[src/rtl/pipeline_ctrl_if.sv]
// Hazard/branch/bus-busy request bundle and the per-stage control responses of pipeline_ctrl.
// The controller connects through the slave modport. The hazard detector and pipeline side connects through the master modport.
interface pipeline_ctrl_if #(
  parameter int ADDR_WIDTH = 32
);
  logic [1:0]            hazard_i;
  logic                  branch_taken_i;
  logic [ADDR_WIDTH-1:0] branch_target_i;
  logic                  if_busy_i;
  logic                  if_ack_i;
  logic                  mem_busy_i;
  logic                  pc_we_o;
  logic                  pc_redirect_o;
  logic [ADDR_WIDTH-1:0] pc_target_o;
  logic                  ifid_stall_o;
  logic                  idex_stall_o;
  logic                  exmem_stall_o;
  logic                  memwb_stall_o;
  logic                  ifid_flush_o;
  logic                  idex_flush_o;
  logic                  exmem_flush_o;
  logic                  memwb_flush_o;
  logic                  drop_fetch_o;
  logic [31:0]           stall_cycles_o;
  logic [31:0]           flush_events_o;

  modport master (
    output hazard_i, branch_taken_i, branch_target_i, if_busy_i, if_ack_i, mem_busy_i,
    input  pc_we_o, pc_redirect_o, pc_target_o,
    input  ifid_stall_o, idex_stall_o, exmem_stall_o, memwb_stall_o,
    input  ifid_flush_o, idex_flush_o, exmem_flush_o, memwb_flush_o,
    input  drop_fetch_o, stall_cycles_o, flush_events_o
  );

  modport slave (
    input  hazard_i, branch_taken_i, branch_target_i, if_busy_i, if_ack_i, mem_busy_i,
    output pc_we_o, pc_redirect_o, pc_target_o,
    output ifid_stall_o, idex_stall_o, exmem_stall_o, memwb_stall_o,
    output ifid_flush_o, idex_flush_o, exmem_flush_o, memwb_flush_o,
    output drop_fetch_o, stall_cycles_o, flush_events_o
  );
endinterface

[src/rtl/pipeline_ctrl.sv]
// 5-stage pipeline stall/flush/redirect controller with a pending-redirect hold while a fetch is in flight.
// Optional performance counters are enabled by defining PIPE_PERF_CNT_EN.
module pipeline_ctrl #(
  parameter int                    ADDR_WIDTH = 32,
  parameter logic [ADDR_WIDTH-1:0] PC_ADDR    = ADDR_WIDTH'(32'h8000_0000)
) (
  input logic           clk_i,
  input logic           rst_ni,
  pipeline_ctrl_if.slave bus
);

  typedef enum logic {RUN, REDIR_WAIT} state_t;

  state_t                state_q, state_d;
  logic [ADDR_WIDTH-1:0] target_q;
  logic                  latch_target;

  logic [1:0] hazard;
  logic       branch_req, if_busy, if_ack, mem_busy, fetch_open;
  logic       pc_we, redirect, drop;
  // Stage order in the vectors: [0]=IF/ID, [1]=ID/EX, [2]=EX/MEM, [3]=MEM/WB
  logic [3:0] stall, flush;

  always_ff @(posedge clk_i or negedge rst_ni) begin
    if (!rst_ni) begin
      state_q  <= RUN;
      target_q <= PC_ADDR;
    end else begin
      state_q <= state_d;
      if (latch_target) target_q <= bus.branch_target_i;
    end
  end

  // Inputs are masked while in reset so the outputs settle to the idle RUN response.
  always_comb begin
    hazard       = rst_ni ? bus.hazard_i : 2'b00;
    branch_req   = rst_ni & (bus.branch_taken_i | hazard[1]);
    if_busy      = rst_ni & bus.if_busy_i;
    if_ack       = rst_ni & bus.if_ack_i;
    mem_busy     = rst_ni & bus.mem_busy_i;
    fetch_open   = if_busy & ~if_ack;
    state_d      = state_q;
    latch_target = 1'b0;
    pc_we        = 1'b1;
    redirect     = 1'b0;
    drop         = 1'b0;
    stall        = 4'b0000;
    flush        = 4'b0000;
    unique case (state_q)
      RUN: begin
        if (mem_busy) begin
          pc_we    = 1'b0;
          stall    = 4'b0111;
          flush[3] = 1'b1;
        end else if (branch_req) begin
          flush = 4'b0011;
          if (fetch_open) begin
            pc_we        = 1'b0;
            latch_target = 1'b1;
            state_d      = REDIR_WAIT;
          end else begin
            redirect = 1'b1;
            drop     = if_ack;
          end
        end else if (hazard[0] || fetch_open) begin
          pc_we    = 1'b0;
          stall[0] = 1'b1;
          flush[1] = 1'b1;
        end
      end
      REDIR_WAIT: begin
        flush = 4'b0011;
        pc_we = if_ack;
        if (mem_busy) begin
          stall[2] = 1'b1;
          flush[3] = 1'b1;
        end
        if (if_ack) begin
          redirect = 1'b1;
          drop     = 1'b1;
          state_d  = RUN;
        end
      end
      default: ;
    endcase
  end

  assign bus.pc_we_o       = pc_we;
  assign bus.pc_redirect_o = redirect;
  assign bus.pc_target_o   = (state_q == REDIR_WAIT) ? target_q : bus.branch_target_i;
  assign bus.drop_fetch_o  = drop;
  assign bus.ifid_flush_o  = flush[0];
  assign bus.idex_flush_o  = flush[1];
  assign bus.exmem_flush_o = flush[2];
  assign bus.memwb_flush_o = flush[3];
  // A flushed register never also holds.
  assign bus.ifid_stall_o  = stall[0] & ~flush[0];
  assign bus.idex_stall_o  = stall[1] & ~flush[1];
  assign bus.exmem_stall_o = stall[2] & ~flush[2];
  assign bus.memwb_stall_o = stall[3] & ~flush[3];

`ifdef PIPE_PERF_CNT_EN
  logic [31:0] stall_cnt, flush_cnt;
  logic        ifid_flush_q;

  always_ff @(posedge clk_i or negedge rst_ni) begin
    if (!rst_ni) begin
      stall_cnt    <= 32'h0;
      flush_cnt    <= 32'h0;
      ifid_flush_q <= 1'b0;
    end else begin
      if (!pc_we && stall_cnt != 32'hFFFF_FFFF) stall_cnt <= stall_cnt + 32'h1;
      if (flush[0] && !ifid_flush_q && flush_cnt != 32'hFFFF_FFFF) flush_cnt <= flush_cnt + 32'h1;
      ifid_flush_q <= flush[0];
    end
  end

  assign bus.stall_cycles_o = stall_cnt;
  assign bus.flush_events_o = flush_cnt;
`else
  assign bus.stall_cycles_o = 32'h0;
  assign bus.flush_events_o = 32'h0;
`endif

endmodule

[src/flat_wrapper.sv]
// flat-port wrapper written by rule: the top's interface ports become plain ports
module pipeline_ctrl_flat 
#(
  parameter int                    ADDR_WIDTH = 32,
  parameter logic [ADDR_WIDTH-1:0] PC_ADDR    = ADDR_WIDTH'(32'h8000_0000)
)
  (clk_i, rst_ni, bus_hazard_i, bus_branch_taken_i, bus_branch_target_i, bus_if_busy_i, bus_if_ack_i, bus_mem_busy_i, bus_pc_we_o, bus_pc_redirect_o, bus_pc_target_o, bus_ifid_stall_o, bus_idex_stall_o, bus_exmem_stall_o, bus_memwb_stall_o, bus_ifid_flush_o, bus_idex_flush_o, bus_exmem_flush_o, bus_memwb_flush_o, bus_drop_fetch_o, bus_stall_cycles_o, bus_flush_events_o);
  pipeline_ctrl_if #(.ADDR_WIDTH(ADDR_WIDTH)) bus_i ();
  input logic clk_i;
  input logic rst_ni;
  input wire logic [$bits(bus_i.hazard_i)-1:0] bus_hazard_i;
  input wire logic [$bits(bus_i.branch_taken_i)-1:0] bus_branch_taken_i;
  input wire logic [$bits(bus_i.branch_target_i)-1:0] bus_branch_target_i;
  input wire logic [$bits(bus_i.if_busy_i)-1:0] bus_if_busy_i;
  input wire logic [$bits(bus_i.if_ack_i)-1:0] bus_if_ack_i;
  input wire logic [$bits(bus_i.mem_busy_i)-1:0] bus_mem_busy_i;
  output wire logic [$bits(bus_i.pc_we_o)-1:0] bus_pc_we_o;
  output wire logic [$bits(bus_i.pc_redirect_o)-1:0] bus_pc_redirect_o;
  output wire logic [$bits(bus_i.pc_target_o)-1:0] bus_pc_target_o;
  output wire logic [$bits(bus_i.ifid_stall_o)-1:0] bus_ifid_stall_o;
  output wire logic [$bits(bus_i.idex_stall_o)-1:0] bus_idex_stall_o;
  output wire logic [$bits(bus_i.exmem_stall_o)-1:0] bus_exmem_stall_o;
  output wire logic [$bits(bus_i.memwb_stall_o)-1:0] bus_memwb_stall_o;
  output wire logic [$bits(bus_i.ifid_flush_o)-1:0] bus_ifid_flush_o;
  output wire logic [$bits(bus_i.idex_flush_o)-1:0] bus_idex_flush_o;
  output wire logic [$bits(bus_i.exmem_flush_o)-1:0] bus_exmem_flush_o;
  output wire logic [$bits(bus_i.memwb_flush_o)-1:0] bus_memwb_flush_o;
  output wire logic [$bits(bus_i.drop_fetch_o)-1:0] bus_drop_fetch_o;
  output wire logic [$bits(bus_i.stall_cycles_o)-1:0] bus_stall_cycles_o;
  output wire logic [$bits(bus_i.flush_events_o)-1:0] bus_flush_events_o;
  assign bus_i.hazard_i = bus_hazard_i;
  assign bus_i.branch_taken_i = bus_branch_taken_i;
  assign bus_i.branch_target_i = bus_branch_target_i;
  assign bus_i.if_busy_i = bus_if_busy_i;
  assign bus_i.if_ack_i = bus_if_ack_i;
  assign bus_i.mem_busy_i = bus_mem_busy_i;
  assign bus_pc_we_o = bus_i.pc_we_o;
  assign bus_pc_redirect_o = bus_i.pc_redirect_o;
  assign bus_pc_target_o = bus_i.pc_target_o;
  assign bus_ifid_stall_o = bus_i.ifid_stall_o;
  assign bus_idex_stall_o = bus_i.idex_stall_o;
  assign bus_exmem_stall_o = bus_i.exmem_stall_o;
  assign bus_memwb_stall_o = bus_i.memwb_stall_o;
  assign bus_ifid_flush_o = bus_i.ifid_flush_o;
  assign bus_idex_flush_o = bus_i.idex_flush_o;
  assign bus_exmem_flush_o = bus_i.exmem_flush_o;
  assign bus_memwb_flush_o = bus_i.memwb_flush_o;
  assign bus_drop_fetch_o = bus_i.drop_fetch_o;
  assign bus_stall_cycles_o = bus_i.stall_cycles_o;
  assign bus_flush_events_o = bus_i.flush_events_o;
  pipeline_ctrl #(.ADDR_WIDTH(ADDR_WIDTH), .PC_ADDR(PC_ADDR)) u_core (.clk_i(clk_i), .rst_ni(rst_ni), .bus(bus_i));
endmodule
[config.mk]
export PLATFORM = sky130hd
export DESIGN_NAME = pipeline_ctrl_flat
export DESIGN_NICKNAME = d
export VERILOG_FILES = /design/src/rtl/pipeline_ctrl_if.sv /design/src/rtl/pipeline_ctrl.sv /design/src/flat_wrapper.sv
export SDC_FILE = /design/constraint.sdc
export NUM_CORES = 1
export LEC_CHECK = 0
export ABC_AREA = 1
export CAP_MARGIN = 20
export CORE_ASPECT_RATIO = 0.75
export CORE_UTILIZATION = 35
export CTS_BUF_LIST = sky130_fd_sc_hd__clkbuf_8
export CTS_CLUSTER_DIAMETER = 40
export CTS_CLUSTER_SIZE = 40
export DETAILED_ROUTE_END_ITERATION = 8
export PLACE_DENSITY_LB_ADDON = 0.05
export REMOVE_ABC_BUFFERS = 1
export SLEW_MARGIN = 20
export SYNTH_ARGS = -nofsm -noshare
export SYNTH_HDL_FRONTEND = slang
export SYNTH_SLANG_ARGS = --single-unit
[constraint.sdc]
create_clock -name clk_i -period 1.3 [get_ports clk_i]
set_clock_uncertainty 0.05 [all_clocks]
set_input_delay 0.13 -clock clk_i [delete_from_list [all_inputs] [get_ports clk_i]]
set_output_delay 0.13 -clock clk_i [all_outputs]
set_load 0.01 [all_outputs]
==> reports/summary.txt <==
CP Max Fanout - 3
Die X - 97.0 um
Top Ports - 147
# setup viols final - 72
routed via count - 2393
Pins Over Slew Limit - 0
Fin. Hold Viols - 0
Psw - 0.00130 W
Top cell by count, worst path - buf_6
flop-to-flop setup slack - -0.19 ns
crit path to - bus_idex_flush_o
Buf/Inv on CP - 4
port bufs - 80
DR DRC count - 0
die area - 7100 um^2
register share of total power - 0.376
Starting Density - 0.369
Hold Path Class - primary input to async pin
Yosys Warn Count - 0
maximum operating frequency - 0.665 GHz
switching part of the total - 0.351
Avg WL per Cell - 12.6 um
core area - 6410 um^2
failing checks - negative setup slack
sequential-to-total area share from yosys stat - 0.349
P&R area growth vs syn - 59.6%
CP startpoint - u_core.state_q$_DFF_PN0_
DP HPWL - 4.09 mm
worst r2r dst - u_core.target_q[26]$_DFFE_PN0P_
Leak - 2.11 nW
H-Tree Depth - 2
Crit Path Class - register to primary output
vias in the first global route - 2071
internal cell power - 0.00241 W
Syn Std Cell Area - 2370 um^2
Max stage delay cell, worst path - dfrtp_2
grt ovf - 0
number of diodes - 0
total wire length - 7.00 mm
Seq cells post-synth - 33
Cell Chain, Critical Path - inv_4 -> buf_6 -> buf_6 -> nand2_4 -> nor2_2 -> nor2_1 -> buf_2
CTS clk-pin slew, worst paths - 0.06 ns
largest net degree at the start of global routing - 34
CTS Root Cell - clkbuf_8
Logic pwr share - 0.420
RD Place Congestion - 0.799
cells on worst reg2reg path - 9
layout cells sized above 1 - 0.378
CTS buffer count - 5
Clock Tree Buf Depth - 2
critical path arrival - 1.32 ns
routed vias/inst - 4.31
synth unique cells - 20
post-layout util - 0.589
status - complete, but fails checks
design area - 3780 um^2
Clock power frac - 0.203
CTS tree - done
first-pass GRT wire length - 9.97 mm
final period utilization - 1.16
max cap viols - 0
Die Y - 73.2 um
Net count, final - 514
initial DRC count - 89
delay of the slowest cell on the worst path - 0.43 ns
CTS Hold Bufs - 0
row count - 25
final setup margin - -0.205 ns
CP startpoint kind - register
pwr dens - 980 nW/um^2
delay-heaviest family, CP - flip-flops
GRT Total Usage - 0.175
clock sinks - 33
clock latency on the worst-skew pair - 0.28 ns
drt pass-1 iters - 4
dpl cell area - 3260 um^2
residual antenna-violating net count after detailed routing - 0
RSZ-0062 raised after global routing - yes
filler cell count - 607
gate count of the mapped netlist - 345
Worst path depth - 7
syn_area_per_cell - 6.87 um^2
Worst Setup End Kind - primary output
maximum VDD drop - 0.000448 V
RR Startpoint - u_core.state_q$_DFF_PN0_
initial antenna violation count - 0
final worst path period need - 1.50 ns
CP required - 1.12 ns
[worst min path at each step]
stage / start / end / slack [ns] / cells past startpoint
after floorplan: rst_ni / u_core.state_q$_DFF_PN0_ / -0.22 / 0
after global placement: rst_ni / u_core.target_q[16]$_DFFE_PN0P_ / 0.31 / 2
after detailed placement: rst_ni / u_core.target_q[16]$_DFFE_PN0P_ / 0.31 / 2
after CTS: rst_ni / u_core.target_q[16]$_DFFE_PN0P_ / 0.02 / 2
after global routing: rst_ni / u_core.target_q[2]$_DFFE_PN0P_ / 0.08 / 2
final: rst_ni / u_core.target_q[23]$_DFFE_PN0P_ / 0.04 / 2
[state kept, by name, indices dropped and copies added (netlist names)]
name	cells
u_core.state_q	1
u_core.target_q	32
[synth_stat cells]
master	n	area (um^2)
nand3_2	1	10.0
clkbuf_1	2	7.51
nor2_2	2	12.5
o21ai_1	1	5.00
conb_1	1	3.75
inv_1	5	18.8
nand3_1	33	165
buf_2	8	40.0
o21ai_0	1	5.00
nand2_1	174	653
buf_4	70	526
nand2_2	1	6.26
dfrtp_1	32	801
inv_2	2	7.51
nand3_4	1	17.5
dfstp_2	1	26.3
buf_1	1	3.75
buf_6	3	33.8
a21oi_1	3	15.0
nor2_1	3	11.3
[cells by family after synthesis]
kind of cell | synth area share
simple gates | 0.370
buf+inv | 0.269
compound gates | 0.0106
other cells | 0.00158
flops | 0.349
[cells in the final DEF (no fill, tap or decap)]
master / synthesis / routed
nand2_1: 174 / 117
conb_1: 1 / 66
buf_4: 70 / 41
clkdlybuf4s50_1: 0 / 37
nand2_2: 1 / 36
nand3_1: 33 / 32
buf_2: 8 / 31
dfrtp_1: 32 / 31
nand2_4: 0 / 22
buf_6: 3 / 19
inv_1: 5 / 6
clkbuf_8: 0 / 6
buf_12: 0 / 6
clkbuf_16: 0 / 4
nand3_2: 1 / 2
nor2_4: 0 / 2
nor2_2: 2 / 2
a21oi_2: 0 / 2
dlygate4sd2_1: 0 / 2
inv_4: 0 / 1
nor2_1: 3 / 1
o21ai_1: 1 / 1
a21oi_1: 3 / 1
inv_6: 0 / 1
nand3_4: 1 / 1
o21ai_2: 0 / 1
dlymetal6s2s_1: 0 / 1
dfrtp_2: 0 / 1
dfstp_2: 1 / 1
[area by class of cell]
type,instances,area [um^2],area share
Clock buffer,6,82.6,0.0218
Clock inverter,1,3.75,0.000993
Inverter,7,33.8,0.00894
Multi-Input combinational cell,286,1430,0.379
Sequential cell,33,828,0.219
Tap cell,81,101,0.0268
Timing Repair Buffer,141,1300,0.343
[stage by stage]
step,worst slack [ns],total power [W],hold WS (ns),std cells,TNS [ns]
4_1_cts,-0.232,0.00350,0.0197,548,-10.11
5_1_grt,-0.251,0.00394,0.0837,555,-14.91
3_3_place_gp,-0.442,0.00265,0.307,530,-20.23
2_1_floorplan,-0.936,0.00192,-0.216,326,-42.07
6_report,-0.205,0.00371,0.0400,555,-10.65
3_5_place_dp,-0.484,0.00266,0.309,530,-21.22
[per-layer routing]
metal / part of all wire / vias up / routed length [um] / global-route usage
met5: 0 / - / 0 / 0
met3: 0.060 / 13 / 419 / 0.0402
met2: 0.47 / 94 / 3320 / 0.288
met1: 0.45 / 1104 / 3140 / 0.235
li1: - / 1182 / - / -
met4: 0.018 / 0 / 124 / 0.0448
[repair_timing]
item / in CTS / in global routing
gates resized for setup: 188 / 92
cloned: 2 / 6
buffers inserted: 9 / 3
pin swaps: 6 / 23
hold endpoints to repair: 0 / 0
endpoints found under the setup margin: 74 / 72
[power groups by stage]
stage | Clock [W] | Sequential (W) | Combinational (W)
6_report | 0.000753 | 0.00139 | 0.00156
5_1_grt | 0.000817 | 0.00141 | 0.00171
4_1_cts | 0.000779 | 0.00134 | 0.00138
3_5_place_dp | 0 | 0.00135 | 0.00130
3_3_place_gp | 0 | 0.00135 | 0.00130
2_1_floorplan | 0 | 0.00135 | 0.000573
No activity file was read; power rests on OpenSTA's default activity.
